===== src/rtl/wb_sdram_port.sv =====
// Wishbone-to-SDRAM bridge with a one-line (16-byte) write-through read cache.
// Read hit: ack one cycle after the request. Miss: 8-halfword burst fill. Writes: one controller write per selected halfword.
module wb_sdram_port (
    input  logic        sdram_clk,
    input  logic        sdram_rst,
    input  logic [31:0] wb_adr_i,
    input  logic [31:0] wb_dat_i,
    input  logic [3:0]  wb_sel_i,
    input  logic        wb_we_i,
    input  logic        wb_cyc_i,
    input  logic        wb_stb_i,
    output logic [31:0] wb_dat_o,
    output logic        wb_ack_o,
    output logic [31:0] sdram_adr_o,
    output logic [15:0] sdram_dat_o,
    output logic [1:0]  sdram_sel_o,
    output logic        sdram_we_o,
    output logic        sdram_acc_o,
    input  logic        sdram_ack_i,
    input  logic [31:0] sdram_adr_i,
    input  logic [15:0] sdram_dat_i,
    input  logic        sdram_idle_i
);

    typedef enum logic [2:0] {IDLE, WR_HI, WR_LO, RD_REQ, RD_FILL, ACK} state_t;

    state_t      state_q;
    logic [15:0] buf_q [8];
    logic [15:0] buf_d [8];
    logic [27:0] tag_q;
    logic        valid_q;
    logic [2:0]  cnt_q;
    logic        req_q;
    logic        we_q;
    logic [31:0] adr_q;
    logic [15:0] dat_q;
    logic [1:0]  sel_q;
    logic        wb_ack_q;
    logic [31:0] wb_dat_q;
    logic        abort_q;
    logic [31:2] lat_adr_q;
    logic [15:0] lat_dat_q;
    logic [1:0]  lat_sel_q;

    logic        new_req;
    logic        hit;
    logic [2:0]  hi_idx;
    logic [2:0]  lo_idx;
    logic [2:0]  rd_hi_idx;
    logic [2:0]  rd_lo_idx;
    logic        unused_ok;

    assign new_req   = wb_cyc_i & wb_stb_i;
    assign hit       = valid_q && (tag_q == wb_adr_i[31:4]);
    assign hi_idx    = {wb_adr_i[3:2], 1'b0};
    assign lo_idx    = {wb_adr_i[3:2], 1'b1};
    assign rd_hi_idx = {lat_adr_q[3:2], 1'b0};
    assign rd_lo_idx = {lat_adr_q[3:2], 1'b1};
    assign unused_ok = &{1'b0, sdram_idle_i, sdram_adr_i[31:4], sdram_adr_i[0], wb_adr_i[1:0]};

    // Fill data lands at the controller-reported address, so wrap-around bursts fill correctly.
    always_comb begin
        buf_d = buf_q;
        if ((state_q == RD_REQ && sdram_ack_i) || state_q == RD_FILL) begin
            buf_d[sdram_adr_i[3:1]] = sdram_dat_i;
        end else if (state_q == IDLE && new_req && wb_we_i && hit) begin
            if (wb_sel_i[3]) buf_d[hi_idx][15:8] = wb_dat_i[31:24];
            if (wb_sel_i[2]) buf_d[hi_idx][7:0]  = wb_dat_i[23:16];
            if (wb_sel_i[1]) buf_d[lo_idx][15:8] = wb_dat_i[15:8];
            if (wb_sel_i[0]) buf_d[lo_idx][7:0]  = wb_dat_i[7:0];
        end
    end

    always_ff @(posedge sdram_clk) begin
        buf_q <= buf_d;
    end

    always_ff @(posedge sdram_clk or posedge sdram_rst) begin
        if (sdram_rst) begin
            state_q   <= IDLE;
            tag_q     <= '0;
            valid_q   <= 1'b0;
            cnt_q     <= '0;
            req_q     <= 1'b0;
            we_q      <= 1'b0;
            adr_q     <= '0;
            dat_q     <= '0;
            sel_q     <= '0;
            wb_ack_q  <= 1'b0;
            wb_dat_q  <= '0;
            abort_q   <= 1'b0;
            lat_adr_q <= '0;
            lat_dat_q <= '0;
            lat_sel_q <= '0;
        end else begin
            case (state_q)
                IDLE: begin
                    abort_q <= 1'b0;
                    if (new_req) begin
                        lat_adr_q <= wb_adr_i[31:2];
                        lat_dat_q <= wb_dat_i[15:0];
                        lat_sel_q <= wb_sel_i[1:0];
                        if (!wb_we_i) begin
                            if (hit) begin
                                wb_dat_q <= {buf_q[hi_idx], buf_q[lo_idx]};
                                wb_ack_q <= 1'b1;
                                state_q  <= ACK;
                            end else begin
                                valid_q <= 1'b0;
                                req_q   <= 1'b1;
                                we_q    <= 1'b0;
                                adr_q   <= {wb_adr_i[31:2], 2'b00};
                                state_q <= RD_REQ;
                            end
                        end else if (|wb_sel_i[3:2]) begin
                            req_q   <= 1'b1;
                            we_q    <= 1'b1;
                            adr_q   <= {wb_adr_i[31:2], 2'b00};
                            dat_q   <= wb_dat_i[31:16];
                            sel_q   <= wb_sel_i[3:2];
                            state_q <= WR_HI;
                        end else if (|wb_sel_i[1:0]) begin
                            req_q   <= 1'b1;
                            we_q    <= 1'b1;
                            adr_q   <= {wb_adr_i[31:2], 2'b10};
                            dat_q   <= wb_dat_i[15:0];
                            sel_q   <= wb_sel_i[1:0];
                            state_q <= WR_LO;
                        end else begin
                            wb_ack_q <= 1'b1;
                            state_q  <= ACK;
                        end
                    end
                end
                WR_HI: begin
                    if (sdram_ack_i) begin
                        if (|lat_sel_q) begin
                            adr_q   <= {lat_adr_q, 2'b10};
                            dat_q   <= lat_dat_q;
                            sel_q   <= lat_sel_q;
                            state_q <= WR_LO;
                        end else begin
                            req_q    <= 1'b0;
                            we_q     <= 1'b0;
                            wb_ack_q <= wb_cyc_i & ~abort_q;
                            state_q  <= ACK;
                        end
                    end
                end
                WR_LO: begin
                    if (sdram_ack_i) begin
                        req_q    <= 1'b0;
                        we_q     <= 1'b0;
                        wb_ack_q <= wb_cyc_i & ~abort_q;
                        state_q  <= ACK;
                    end
                end
                RD_REQ: begin
                    if (sdram_ack_i) begin
                        req_q   <= 1'b0;
                        cnt_q   <= 3'd1;
                        state_q <= RD_FILL;
                    end
                end
                RD_FILL: begin
                    cnt_q <= cnt_q + 3'd1;
                    if (cnt_q == 3'd7) begin
                        tag_q    <= lat_adr_q[31:4];
                        valid_q  <= 1'b1;
                        cnt_q    <= '0;
                        wb_dat_q <= {buf_d[rd_hi_idx], buf_d[rd_lo_idx]};
                        wb_ack_q <= wb_cyc_i & ~abort_q;
                        state_q  <= ACK;
                    end
                end
                ACK: begin
                    wb_ack_q <= 1'b0;
                    state_q  <= IDLE;
                end
                default: state_q <= IDLE;
            endcase
            // A master that abandons the cycle still lets the access finish, but gets no ack.
            if (state_q != IDLE && !wb_cyc_i) abort_q <= 1'b1;
        end
    end

    assign wb_ack_o    = wb_ack_q;
    assign wb_dat_o    = wb_dat_q;
    assign sdram_adr_o = adr_q;
    assign sdram_dat_o = dat_q;
    assign sdram_sel_o = sel_q;
    assign sdram_we_o  = we_q;
    assign sdram_acc_o = req_q & ~sdram_ack_i;

endmodule


===== config.mk =====
export PLATFORM = sky130hd
export DESIGN_NAME = wb_sdram_port
export DESIGN_NICKNAME = d
export VERILOG_FILES = /design/src/rtl/wb_sdram_port.sv
export SDC_FILE = /design/constraint.sdc
export NUM_CORES = 1
export LEC_CHECK = 0
export BUFFER_PORTS_ARGS = -buffer_cell sky130_fd_sc_hd__buf_2
export CAP_MARGIN = 20
export CORE_ASPECT_RATIO = 1.5
export CORE_UTILIZATION = 30
export CTS_BUF_LIST = sky130_fd_sc_hd__clkbuf_8
export CTS_CLUSTER_DIAMETER = 80
export CTS_CLUSTER_SIZE = 12
export DETAILED_ROUTE_END_ITERATION = 16
export PLACE_DENSITY_LB_ADDON = 0.08
export SYNTH_ARGS = -nofsm -noshare
export SYNTH_HDL_FRONTEND = slang
export SYNTH_SLANG_ARGS = --single-unit

===== constraint.sdc =====
create_clock -name sdram_clk -period 6.1 [get_ports sdram_clk]
set_clock_uncertainty 0.2 [all_clocks]
set_input_delay 0.915 -clock sdram_clk [delete_from_list [all_inputs] [get_ports sdram_clk]]
set_output_delay 0.915 -clock sdram_clk [all_outputs]
set_load 0.02 [all_outputs]

Word level (Yosys, flattened, before mapping)
Cells that the tools add are included.
{"block": "op_classes", "n_addsub": 1, "n_lt_le_gt_ge": 8, "eq_ne": 25, "muxes": 109, "bitwise_logic": 10, "reduce_logical": 35}
{"operator": "$mux W128", "count": 12}
{"operator": "$bwmux W128", "count": 5}
{"operator": "$mux W32", "count": 11}
{"operator": "$mux W16", "count": 17}
{"operator": "$demux W16 S3", "count": 5}
{"operator": "$bmux W16 S3", "count": 4}
{"operator": "$pmux W32 S2", "count": 2}
{"operator": "$mux W3", "count": 12}
{"operator": "$pmux W16 S2", "count": 1}
{"operator": "$eq A28 B28 Y1", "count": 1}
{"operator": "$mux W1", "count": 25}
{"operator": "$ge A4 B4 Y1 const B", "count": 5}
{"operator": "$ne A2 B2 Y1 const B", "count": 10}
{"operator": "$not A3 Y4", "count": 5}
{"operator": "$mux W8", "count": 2}
{"operator": "$pmux W3 S5", "count": 1}
{"operator": "$reduce_and A5 Y1", "count": 3}
{"operator": "$reduce_and A7 Y1", "count": 2}
{"operator": "$lt A4 B1 Y1 const B", "count": 3}
{"operator": "$mux W2", "count": 6}
{"operator": "$ne A3 B3 Y1 const B", "count": 4}
{"operator": "$reduce_and A6 Y1", "count": 2}
{"operator": "$eq A3 B3 Y1 const B", "count": 3}
{"operator": "$logic_and A1 B1 Y1", "count": 9}
{"operator": "other kinds (22)", "count": 38}
{"block": "totals", "reg_bits": 297, "inputBits": 123}

Depth between registers and ports, before layout
{"block": "depth", "word_depth": 26, "mapped_depth": 11, "ltp_nobuf": 8}

Worst setup path after synthesis
No wires, ideal clock.
{"block": "synth_timing", "path_kind": "input port to flip-flop", "start": "input port wb_adr_i[27]", "end": "register wb_dat_q[8] (netlist: wb_dat_o[8])", "t_arrival_ps": 3087, "path_slack_ps": 2730, "cell_stages": 9, "n_path_buf": 2, "path_cell_list": "xor2_1 -> nor4_2 -> or4b_4 -> or4b_1 -> a21boi_2 -> buf_6 -> buf_6 -> o21ai_1 -> a41oi_2"}
{"block": "synth_between", "elab_chain_len": 10, "elab_cells_between_ends": 12, "cone_classes": "eq/ne: 2; mux: 7; reduce/logical: 3"}
{"item": "from (decl)", "line_no": "6", "rtl": "input logic [31:0] wb_adr_i,"}
{"item": "$eq A28 B28 Y1 *", "line_no": "54", "rtl": "assign hit = valid_q && (tag_q == wb_adr_i[31:4]);"}
{"item": "$logic_and A1 B1 Y1 *", "line_no": "54"}
{"item": "$logic_and A1 B1 Y1", "line_no": "66", "rtl": "end else if (state_q == IDLE && new_req && wb_we_i && hit) begin"}
{"item": "$mux W128", "line_no": "66"}
{"item": "$mux W128", "line_no": "64", "rtl": "if ((state_q == RD_REQ && sdram_ack_i) || state_q == RD_FILL) begin"}
{"item": "$bmux W16 S3", "line_no": "171", "rtl": "wb_dat_q <= {buf_d[rd_hi_idx], buf_d[rd_lo_idx]};"}
{"item": "$mux W16 (not written as such) (2 in a row)", "line_no": "171"}
{"item": "$mux W32", "line_no": "167", "rtl": "if (cnt_q == 3'd7) begin"}
{"item": "$pmux W32 S2", "line_no": "96", "rtl": "case (state_q)"}
{"item": "to (signal assigned)", "line_no": "105", "rtl": "wb_dat_q <= {buf_q[hi_idx], buf_q[lo_idx]};"}
{"item": "to (signal assigned)", "line_no": "171"}
{"item": "to (decl)", "line_no": "39", "rtl": "logic [31:0] wb_dat_q;"}
Mark *: on every way between the ends. The rest lies on a longest branch, timed or not. The select of a mux whose other input is x is not followed.
A chain may end at the register's enable or synchronous reset.

==> results.cfg <==
[clock_tree]
clock-root-buffer = clkbuf_8
cts_resized = 0
cts_setup_buffers = 0
clock-sinks = 296
clock_latency_ns = 0.64
htreeDepth = 1
clockBufferDepth = 3
clk_pin_slew_ns = 0.11
cts_hold_buf = 0
cts_tree = built
cts_made_buffers = 28

[placed_design]
dp_hpwl_um = 43600
placed_cells = 2549
io_buffers = 174
place_congestion = 0.876

[routing]
viasPerCell = 5.52
routed_wl_um = 63600
ant_nets = 0
vias = 14387
wl_per_cell_um = 24.4
drtIter0Drc = 1091
drt_pass1_iterations = 5
drc_errors = 0

[die]
coreArea_sq_um = 50800
die-area_sq_um = 52500
pin_count = 208
rows = 101
fp.dieW_um = 187
die_h_um = 280
initial_core_util = 0.305

[sta]
finalSetupViolations = 0
tightest_slew_ns = 1.18
rsz0062_at_grt = no
drv_slew = 0
fin_crit_sh = 0.680
slew_headroom = 0.210
whs_ns = 0.133
tns_ns = 0
post-route-min-period_ns = 4.15
finalHoldViolCount = 0
fmax_mhz = 241

[synth]
ys.flop_type = dfrtp_1
async_flop_share = 0.568
ys_seq_area_frac = 0.437
synth_area_leaders = dfrtp_1 (27%), dfxtp_1 (17%), nand2_1 (11%)
ys_seq_elements = 296
synth_top_area_cell = dfrtp_1
ys_types = 87
synth_edf_count = 0
syn_inst = 1797
netlist.area_leader.share = 0.272
yosys_warnings = 0
syn_area_per_cell_sq_um = 8.61
synth_nets = 1922
syn_area_sq_um = 15500

[worst_setup_path]
reg2reg_slack_ns = 1.95
crit_arrival_ns = 4.51
critPathKind = flip-flop to flip-flop
crit_path_start_kind = flip-flop
rr_endpoint = wb_dat_o[24]
path_max_fanout = 23
ff2ff_path_depth = 7
required_ns = 6.46
r2r-start = state_q[2]
endpoint_kind = flip-flop

[power]
p_leak_nw = 7.92
power.density_nw_per_um2 = 471
vdd_drop_max_mv = 0.267
power_mw = 8.30

[run_status]
status = finished clean

[min_path]
hold_path_class = input port to async pin

[global_routing]
grt_pass1_wl_um = 95100
antenna_found_initial = 7
track_usage = 0.241
grt_start_max_net_pins = 77
first_global_vias = 14586
grt.overflow.total = 0

[layout]
final_nets = 2035
syn2layout_area_growth_pct = 13.7
layout.cells.non_filler = 2604
layout-drive-gt1-share = 0.183
num-fill-cells = 5395

[flow_run]
cap_violations = 0
## where the power goes
| group | leakage, nW | internal [mW] | switching (mW) |
|---|---|---|---|
| clock | 0.335 | 0.483 | 0.758 |
| combinational | 4.40 | 1.36 | 2.19 |
| sequential | 3.19 | 2.88 | 0.617 |
| total | 7.92 | 4.73 | 3.56 |
## metrics by stage
step | util | setup slack [ns] | area, sq um
2_1_floorplan | - | 0.438 | 15500
3_3_place_gp | 0.336 | 1.52 | 17100
3_5_place_dp | 0.336 | 1.51 | 17100
4_1_cts | 0.346 | 1.95 | 17600
5_1_grt | 0.346 | 1.71 | 17600
6_report | 0.346 | 1.95 | 17600
## worst max path at each step
stage                      start  cells past startpoint      endpoint
floorplan              sdram_rst                      1       abort_q
detailed placement  wb_adr_i[30]                      9  wb_dat_o[24]
finish                state_q[2]                      7  wb_dat_o[24]
global placement    wb_adr_i[30]                      9  wb_dat_o[24]
global route          state_q[2]                      7  wb_dat_o[24]
CTS                   state_q[2]                      7  wb_dat_o[24]
## state kept, by name, summed over array words and instances, names as in the netlist, 2 cells and up
name         cells
sdram_adr_o     31
lat_adr_q       30
lat_sel_q        2
sdram_dat_o     16
tag_q           28
buf_q          128
sdram_sel_o      2
cnt_q            3
wb_dat_o        32
lat_dat_q       16
state_q          3
## placed cells by master (no fill, tap or decap), drive strengths merged, types with 30 or more instances in the layout
| cell | count |
|---|---|
| buf | 216 |
| nand3 | 33 |
| a31oi | 62 |
| a221o | 31 |
| inv | 45 |
| a22oi | 32 |
| nor2 | 145 |
| a21oi | 55 |
| and2 | 30 |
| dfrtp | 168 |
| nand2 | 470 |
| mux4 | 32 |
| o21ai | 99 |
| dfxtp | 128 |
## cells by family (layout without fill, tap and decap cells)
family,Yosys count,count (layout),synth area share
compound gates,444,444,0.199
simple gates,781,781,0.221
mux,86,86,0.0836
xor+xnor,29,29,0.0164
buf+inv,158,292,0.0410
other cells,1,5,0.000242
fa+ha+maj,2,2,0.00162
flops,296,296,0.437
## layout make-up
class | instances | area, sq um | share of cell area
multi-input combinational | 1343 | 8190 | 0.465
inverter | 25 | 101 | 0.00576
timing repair buffer | 216 | 1190 | 0.0674
clock buffer | 29 | 399 | 0.0227
tap | 669 | 837 | 0.0476
antenna | 4 | 10.0 | 0.000569
sequential | 296 | 6770 | 0.385
clock inverter | 22 | 109 | 0.00619
## critical path: stages, from the launching register on
cell and delay [ns]:
dfrtp_1 0.75, nor3b_4 0.65, o21ai_1 0.40, nor2b_2 0.90, a31oi_2 0.38, a221oi_1 0.45, nor3_1 0.10, nor4_2 0.23
## synth_stat cells, drive strengths merged, types with 15 or more instances
library cell and count:
dfxtp 128, a221o 31, nand3 33, nor4 15, a21oi 55, o21ai 99, a22oi 32, o211ai 26
a22o 19, mux4 32, clkbuf 104, buf 29, xor2 15, mux2i 28, dfrtp 168, a21o 25
a221oi 16, mux2 26, nor2 145, and3 22, a31oi 62, inv 24, nand2 470, and2 30
o22ai 19
## routing by layer
metal	up-vias	global-route usage	wire [um]
met5	-	0	31
met4	6	0.0940	2360
met3	128	0.0351	3250
met2	524	0.435	32400
met1	7088	0.285	25600
li1	6641	-	-
Note: power is estimated with default switching activity, not from simulation.
